<file path="src/rtl/ws2812_pkg.sv">
// Shared definitions for the WS2812 frame scheduler: opcodes, parser states,
// RAM write payload, lane mapping and counter widths.
package ws2812_pkg;

  localparam int unsigned ADDR_W   = 6;
  localparam int unsigned LANE_W   = 2;
  localparam int unsigned SEL_W    = 4;
  localparam int unsigned BYTE_W   = 8;
  localparam int unsigned GAP_W    = 24;
  localparam int unsigned PERIOD_W = 32;

  // Lane 3 is the first byte of a word (next-ptr), lane 0 the last (B).
  localparam logic [LANE_W-1:0] LANE_FIRST = 2'd3;
  localparam logic [LANE_W-1:0] LANE_LAST  = 2'd0;

  typedef enum logic [BYTE_W-1:0] {
    OP_SET_ADDR = 8'h2A,
    OP_WRITE    = 8'h2C,
    OP_AUTO_ON  = 8'h38,
    OP_AUTO_OFF = 8'h39,
    OP_COMMIT   = 8'h3C
  } opcode_e;

  typedef enum logic [1:0] {
    ST_IDLE  = 2'd0,
    ST_ADDR  = 2'd1,
    ST_WRITE = 2'd2
  } parser_state_e;

  typedef struct packed {
    logic [ADDR_W-1:0] addr;
    logic [SEL_W-1:0]  sel;
    logic [BYTE_W-1:0] data;
  } ram_wr_t;

  function automatic logic [SEL_W-1:0] lane_to_sel(input logic [LANE_W-1:0] lane);
    return SEL_W'(4'b0001 << lane);
  endfunction

endpackage

</file>
<file path="src/rtl/frame_gap_timer.sv">
// Frame launch timing: saturating inter-frame gap counter, pending request
// flag and the one-cycle frame_rdy pulse.
module frame_gap_timer
  import ws2812_pkg::*;
#(
  parameter logic [GAP_W-1:0] MIN_GAP_CNT = 24'd400_000
) (
  input  logic clk_in,
  input  logic rst_n_in,
  input  logic req_i,
  output logic frame_rdy_o,
  output logic pending_o
);

  localparam int unsigned GAP_XW = GAP_W + 1;

  logic [GAP_W-1:0] gap_q, gap_d;
  logic             pending_q, pending_d;
  logic             rdy_q, rdy_d;
  logic             gap_ok_c, launch_c;

  // gap_q is 0 in the pulse cycle, so launching when gap_q+1 reaches the
  // minimum places the next pulse exactly MIN_GAP_CNT cycles after the last.
  always_comb begin
    gap_ok_c  = ({1'b0, gap_q} + GAP_XW'(1)) >= {1'b0, MIN_GAP_CNT};
    launch_c  = (pending_q | req_i) & gap_ok_c;
    rdy_d     = launch_c;
    pending_d = pending_q | req_i;
    gap_d     = (gap_q >= MIN_GAP_CNT) ? MIN_GAP_CNT : gap_q + GAP_W'(1);
    if (launch_c) begin
      // A fresh request arriving while an older one launches stays queued.
      pending_d = pending_q & req_i;
      gap_d     = '0;
    end
  end

  always_ff @(posedge clk_in or negedge rst_n_in) begin
    if (!rst_n_in) begin
      gap_q     <= MIN_GAP_CNT;
      pending_q <= 1'b0;
      rdy_q     <= 1'b0;
    end else begin
      gap_q     <= gap_d;
      pending_q <= pending_d;
      rdy_q     <= rdy_d;
    end
  end

  assign frame_rdy_o = rdy_q;
  assign pending_o   = pending_q;

endmodule

</file>
<file path="src/rtl/ws2812_frame_sched.sv">
// Host byte-stream parser, LED RAM write sequencer and frame scheduler.
// Optional periodic refresh is built when WS2812_AUTO_REFRESH_EN is defined.
module ws2812_frame_sched
  import ws2812_pkg::*;
#(
  parameter logic [GAP_W-1:0]    MIN_GAP_CNT      = 24'd400_000,
  parameter logic [PERIOD_W-1:0] FRAME_PERIOD_CNT = 32'd2_000_000
) (
  input  logic              clk_in,
  input  logic              rst_n_in,
  input  logic              cmd_valid_in,
  input  logic              cmd_dc_in,
  input  logic [BYTE_W-1:0] cmd_byte_in,
  output logic              cmd_ready_out,
  output logic [ADDR_W-1:0] wr_addr_out,
  output logic [SEL_W-1:0]  byte_sel_out,
  output logic [BYTE_W-1:0] byte_data_out,
  output logic              layer_en_out,
  output logic              frame_rdy_out
);

  parser_state_e     state_q;
  logic [LANE_W-1:0] lane_q;
  logic [ADDR_W-1:0] addr_q;
  ram_wr_t           wr_q;
  logic              layer_en_q;

  logic pending;
  logic accept_c, is_cmd_c, commit_c, tick_c, req_c;

  assign cmd_ready_out = ~pending;
  assign accept_c      = cmd_valid_in & cmd_ready_out;
  assign is_cmd_c      = accept_c & ~cmd_dc_in;
  assign commit_c      = is_cmd_c & (cmd_byte_in == OP_COMMIT);
  assign req_c         = commit_c | tick_c;

  // Parser FSM with the RAM write port registered alongside it.
  always_ff @(posedge clk_in or negedge rst_n_in) begin
    if (!rst_n_in) begin
      state_q    <= ST_IDLE;
      lane_q     <= LANE_FIRST;
      addr_q     <= '0;
      wr_q       <= '0;
      layer_en_q <= 1'b0;
    end else begin
      layer_en_q <= 1'b0;
      if (is_cmd_c) begin
        // Any command abandons a partially written word.
        lane_q <= LANE_FIRST;
        unique case (cmd_byte_in)
          OP_SET_ADDR: state_q <= ST_ADDR;
          OP_WRITE:    state_q <= ST_WRITE;
          default:     state_q <= ST_IDLE;
        endcase
      end else if (accept_c) begin
        unique case (state_q)
          ST_ADDR: begin
            addr_q  <= cmd_byte_in[ADDR_W-1:0];
            lane_q  <= LANE_FIRST;
            state_q <= ST_IDLE;
          end
          ST_WRITE: begin
            layer_en_q <= 1'b1;
            wr_q       <= '{addr: addr_q, sel: lane_to_sel(lane_q), data: cmd_byte_in};
            if (lane_q == LANE_LAST) begin
              lane_q <= LANE_FIRST;
              addr_q <= addr_q + ADDR_W'(1);
            end else begin
              lane_q <= lane_q - LANE_W'(1);
            end
          end
          default: ;
        endcase
      end
    end
  end

  assign wr_addr_out   = wr_q.addr;
  assign byte_sel_out  = wr_q.sel;
  assign byte_data_out = wr_q.data;
  assign layer_en_out  = layer_en_q;

`ifdef WS2812_AUTO_REFRESH_EN
  logic                auto_en_q;
  logic [PERIOD_W-1:0] period_q;
  logic                auto_on_c, auto_off_c;

  assign auto_on_c  = is_cmd_c & (cmd_byte_in == OP_AUTO_ON);
  assign auto_off_c = is_cmd_c & (cmd_byte_in == OP_AUTO_OFF);
  assign tick_c     = auto_en_q & (period_q == FRAME_PERIOD_CNT - PERIOD_W'(1));

  // Period counter restarts on enable and on COMMIT so refreshes follow the host.
  always_ff @(posedge clk_in or negedge rst_n_in) begin
    if (!rst_n_in) begin
      auto_en_q <= 1'b0;
      period_q  <= '0;
    end else begin
      if (auto_on_c) begin
        auto_en_q <= 1'b1;
      end else if (auto_off_c) begin
        auto_en_q <= 1'b0;
      end
      if (commit_c || auto_on_c || tick_c) begin
        period_q <= '0;
      end else if (auto_en_q) begin
        period_q <= period_q + PERIOD_W'(1);
      end
    end
  end
`else
  logic unused_period_c;
  assign unused_period_c = ^FRAME_PERIOD_CNT;
  assign tick_c          = 1'b0;
`endif

  frame_gap_timer #(
    .MIN_GAP_CNT(MIN_GAP_CNT)
  ) u_gap (
    .clk_in      (clk_in),
    .rst_n_in    (rst_n_in),
    .req_i       (req_c),
    .frame_rdy_o (frame_rdy_out),
    .pending_o   (pending)
  );

endmodule

</file>
<file path="config.mk">
export PLATFORM = sky130hd
export DESIGN_NAME = ws2812_frame_sched
export DESIGN_NICKNAME = d
export VERILOG_FILES = /design/src/rtl/ws2812_pkg.sv /design/src/rtl/frame_gap_timer.sv /design/src/rtl/ws2812_frame_sched.sv
export SDC_FILE = /design/constraint.sdc
export NUM_CORES = 1
export LEC_CHECK = 0
export ABC_AREA = 1
export CAP_MARGIN = 30
export CORE_ASPECT_RATIO = 1.25
export CORE_UTILIZATION = 55
export DETAILED_ROUTE_END_ITERATION = 16
export DONT_BUFFER_PORTS = 1
export PLACE_DENSITY_LB_ADDON = 0.1
export SLEW_MARGIN = 0
export SYNTH_ARGS = -nofsm -noshare
export SYNTH_HDL_FRONTEND = slang
export SYNTH_HIERARCHICAL = 1
export SYNTH_SLANG_ARGS = --single-unit
</file>
<file path="constraint.sdc">
create_clock -name clk_in -period 2.25 [get_ports clk_in]
set_input_delay 0.45 -clock clk_in [delete_from_list [all_inputs] [get_ports clk_in]]
set_output_delay 0.45 -clock clk_in [all_outputs]
set_load 0.02 [all_outputs]
</file>
==> impl_summary.md <==
Synth
The biggest area contributor in the post-synthesis netlist is sky130_fd_sc_hd__dfrtp_1. The post-synthesis average cell area is 7.65 um^2. The unique cell type count in the Yosys netlist is 33.

The most frequently used flop master after synthesis is sky130_fd_sc_hd__dfrtp_1. The synthesized design devotes to its leading area cell type 35.4% of total area. Counting flops and latches in the post-synthesis netlist gives 55. Summing the sequential cell areas from Yosys gives 41.7% of the chip area. The number of instances in the synthesized netlist is 435. The total standard cell area after synthesis is 3330 um^2. The number of enable flip-flop cells after synthesis is 0. By instance count, the leading cell after synthesis is sky130_fd_sc_hd__nand2_1. By area the synthesized netlist is led by sky130_fd_sc_hd__dfrtp_1 35%, sky130_fd_sc_hd__nand2_1 15%, sky130_fd_sc_hd__dfstp_2 6.3%. The total number of yosys warnings is 6.

In the synthesized netlist, the cells that appear most often are 134 x sky130_fd_sc_hd__nand2_1, 47 x sky130_fd_sc_hd__dfrtp_1, 46 x sky130_fd_sc_hd__inv_1. The fraction of synthesis flops using an asynchronous set or reset pin is 100%.

Global routing
The number of global-route vias before repair is 2577. The first-pass GRT wire length is 12.0 mm. The maximum number of pins on one net before global-route repair is 56. The global-route usage over all layers is 24.7%.

The number of antenna violations at the first check in global routing is 0. The remaining global-route overflow is 0.

STA
At the pin with the least slew margin, the transition time is 0.505 ns. Based on the critical path, the design can be clocked at up to 0.480 GHz. The max-slew violation count is 0. The count of endpoints failing hold in the final timing report is 0.

The final critical delay including setup and external delays is 2.08 ns. Setup violations remaining at the end of the flow were counted as 0. Dividing the final minimum period by the clock period gives 92.6%. Measured against its own limit, the worst slew margin works out to 66.3%. Setup repair after global routing left no endpoint under its margin.

The sum of negative setup slack is 0 ns. On the final layout, the worst clock skew is 0.00965 ns.

Layout
The fraction of layout cells with a size suffix above 1 is 17.5%. Measured on the finished design, the core utilization comes to 60.6%. The number of inserted filler cells in the final layout is 535. The sequential cells in the finished layout cover a total of 1390 um^2. In the final layout, the multi-input gates occupy 1680 um^2. The post-layout net count is 465. The area of all placed cells without fillers is 3520 um^2. Relative to the synthesized area, the layout overhead comes to 5.98%. The number of antenna diodes in the final layout is 0.

Clock tree
After clock tree synthesis, the clock-pin slew on the worst setup and hold paths is 0.10 ns. For the worst-skew pair, the clock arrives at the later sink with an insertion delay of 0.31 ns. The buffer type at the clock tree root is sky130_fd_sc_hd__clkbuf_8.

The total number of H-tree levels is 2. TritonCTS built the clock tree. The number of clock buffers added by TritonCTS is 5. Counting every sink on the clock net gives 55.

Counting along the longest clock path gives a buffer depth of 2.

Die
The die is 71.6 um wide. The placeable core region is 5820 um^2. The die area is 6360 um^2. The height of the die is 88.9 um. After floorplanning, the core was divided into 31 placement rows.

The total I/O pin count is 33. The initial standard-cell utilization of the core is 57.2%.

Place
The count of buffers added on input and output ports is 0. Routability-driven placement finished with a final weighted congestion of 0.951. Detailed placement ended at an HPWL of 5.43 mm. The cell area reported after detailed placement is 3390 um^2.

Worst setup path
The worst setup path is launched from a register. The critical path is of the reg -> reg type. The arrival time of data at the critical path endpoint is 2.32 ns. The delay of the slowest cell on the worst path is 0.59 ns. The signal on the critical path passes through nand2_1 > nor2_2 > nand2_4 > nor2_4 > nand2_1 > nand2_1 > nand2_1 > nor2_1 > nand2_1 > nor2_2 > nand2_2 > buf_4 > a21oi_1. The start of the worst register-to-register path is u_gap/gap_q[7]$_DFF_PN1_. The slowest cell on the critical path is sky130_fd_sc_hd__dfstp_2. The slack of the worst reg-to-reg path is 0.17 ns. The worst setup path is captured at a register.

The peak fanout along the critical path is 13. The startpoint of the most critical setup path is u_gap/gap_q[7]$_DFF_PN1_. The data required time at the worst endpoint is 2.49 ns. The cell repeated most along the worst path is sky130_fd_sc_hd__nand2_1.

Worst hold path
The type of the most critical hold path is in -> reg. The startpoint identified for the worst hold timing path is cmd_byte_in[0].

Detailed routing
In the routed design, unresolved DRC markers number 0. The detail-routed via count per cell is 5.39. The routed layout has 2752 vias. The number of optimization iterations in the first detailed-route pass is 4. Dividing the detail-routed wire length by the instance count gives 14.0 um. The total wire length is 7.18 mm. The initial detailed-routing violation count is 166.

Once detail routing completed, the nets flagged for antenna violations numbered 0.

Power
Summed over all cells, the static leakage comes to 0.00168 uW. The internal cell power is 1270 uW. Combinational logic is responsible for 6.3% of the overall power. Per report_power, the clock group accounts for 31.6% of the total. The areal power density over the cells is 481 nW/um^2. The part of the total power dissipated in sequential elements is 62.0%.

In this run switching power makes up 25.0% of total power. The highest ir drop seen on vdd is 0.000408 V. The analysis attributes to net switching a power of 424 uW.

Run status
The flow ran to the end, and the final reports show no timing, DRC or antenna violations.

Flow run
The count of max-cap constraint violations is 0.
worst max-delay path: cells and delay by family (launching register included):
kind                   cells  cell delay, ns
AO/OA/AOI/OAI              1            0.15
buffers and inverters      1            0.19
flip-flops                 1            0.59
AND/OR/NAND/NOR           11            1.08
routing by layer:
layer	GRT usage [%]	vias to the layer above	routed length, um
met5	0	-	0
met4	9.63	0	175
met3	4.17	13	271
met2	44.3	65	3760
met1	30.0	1278	2980
li1	-	1396	-
path summary, 6_finish.rpt:
check	end	depth (start not counted)
setup / recovery	u_gap/gap_q[6]$_DFF_PN0_	13
hold / removal	byte_data_out[0]$_DFFE_PN0P_	2
setup reg to reg	u_gap/gap_q[6]$_DFF_PN0_	13
hold reg to reg	lane_q[0]$_DFFE_PN1P_	2
max in group asynchronous	u_gap/gap_q[18]$_DFF_PN1_	2
min in group asynchronous	u_gap/gap_q[10]$_DFF_PN0_	2
kinds of logic after synthesis:
group           after synthesis  share of synthesized area, %
buf+inv                      61                          8.62
simple gates                250                          35.1
flops                        55                          41.7
fa+ha+maj                     9                          3.39
other cells                   1                         0.113
xor+xnor                      4                          1.05
compound gates               55                          10.1
per-stage QoR:
| step | total power [uW] | std cells | hold slack [ns] | worst slack [ns] |
|---|---|---|---|---|
| after floorplan | 1130 | 439 | 0.154 | 0.243 |
| after global placement | 1150 | 501 | 0.156 | 0.132 |
| after detailed placement | 1150 | 501 | 0.156 | 0.140 |
| after CTS | 1720 | 510 | 0.00317 | 0.124 |
| after global routing | 1780 | 511 | 0.230 | 0.00299 |
| final | 1700 | 511 | 0.239 | 0.166 |
final cells by class:
type / count / share of cell area, %
Clock inverter: 2 / 0.355
Clock buffer: 6 / 2.06
Multi-Input combinational cell: 323 / 47.6
Timing Repair Buffer: 6 / 2.27
Inverter: 53 / 6.00
Sequential cell: 55 / 39.3
Tap cell: 66 / 2.34
power groups by stage:
stage | Clock, uW | Combinational, uW | Sequential (uW)
floorplan | 0 | 69.5 | 1060
global placement | 0 | 79.7 | 1070
detailed placement | 0 | 82.3 | 1070
CTS | 556 | 108 | 1050
global route | 596 | 126 | 1060
finish | 536 | 107 | 1050
placed cells by master, fill, tap and decap left out, types with 3 or more instances in the layout:
master,netlist,layout
sky130_fd_sc_hd__a21oi_1,14,14
sky130_fd_sc_hd__inv_1,46,46
sky130_fd_sc_hd__nor2_2,7,8
sky130_fd_sc_hd__o21ai_1,12,14
sky130_fd_sc_hd__nand2_1,134,134
sky130_fd_sc_hd__nand2_2,17,16
sky130_fd_sc_hd__dfrtp_1,47,47
sky130_fd_sc_hd__ha_1,9,9
sky130_fd_sc_hd__a21oi_2,10,10
sky130_fd_sc_hd__nor3_1,3,3
sky130_fd_sc_hd__dfstp_2,8,8
sky130_fd_sc_hd__nor2_1,29,28
sky130_fd_sc_hd__nand4_1,9,9
sky130_fd_sc_hd__nor2_4,8,8
sky130_fd_sc_hd__o21ai_2,4,4
sky130_fd_sc_hd__buf_4,0,3
sky130_fd_sc_hd__conb_1,1,5
sky130_fd_sc_hd__nand2_4,2,3
sky130_fd_sc_hd__o21ai_0,12,10
sky130_fd_sc_hd__inv_2,5,5
sky130_fd_sc_hd__clkbuf_8,0,5
sky130_fd_sc_hd__nand3_1,34,34
sequential cells by signal, indices dropped and copies added, names as in the netlist:
register	count
u_gap/pending_o	1
u_gap/gap_q	24
wr_addr_out	6
addr_q	6
byte_sel_out	4
byte_data_out	8
state_q	2
u_gap/frame_rdy_o	1
lane_q	2
layer_en_out	1
repair_timing:
action | CTS | global route
resized for setup | 0 | 5
endpoints found under the setup margin | 0 | 13
hold buffers | 1 | 1
endpoints found under the hold margin | 55 | 9
setup buffers | 0 | 0
(Power assumes the default switching activity.)
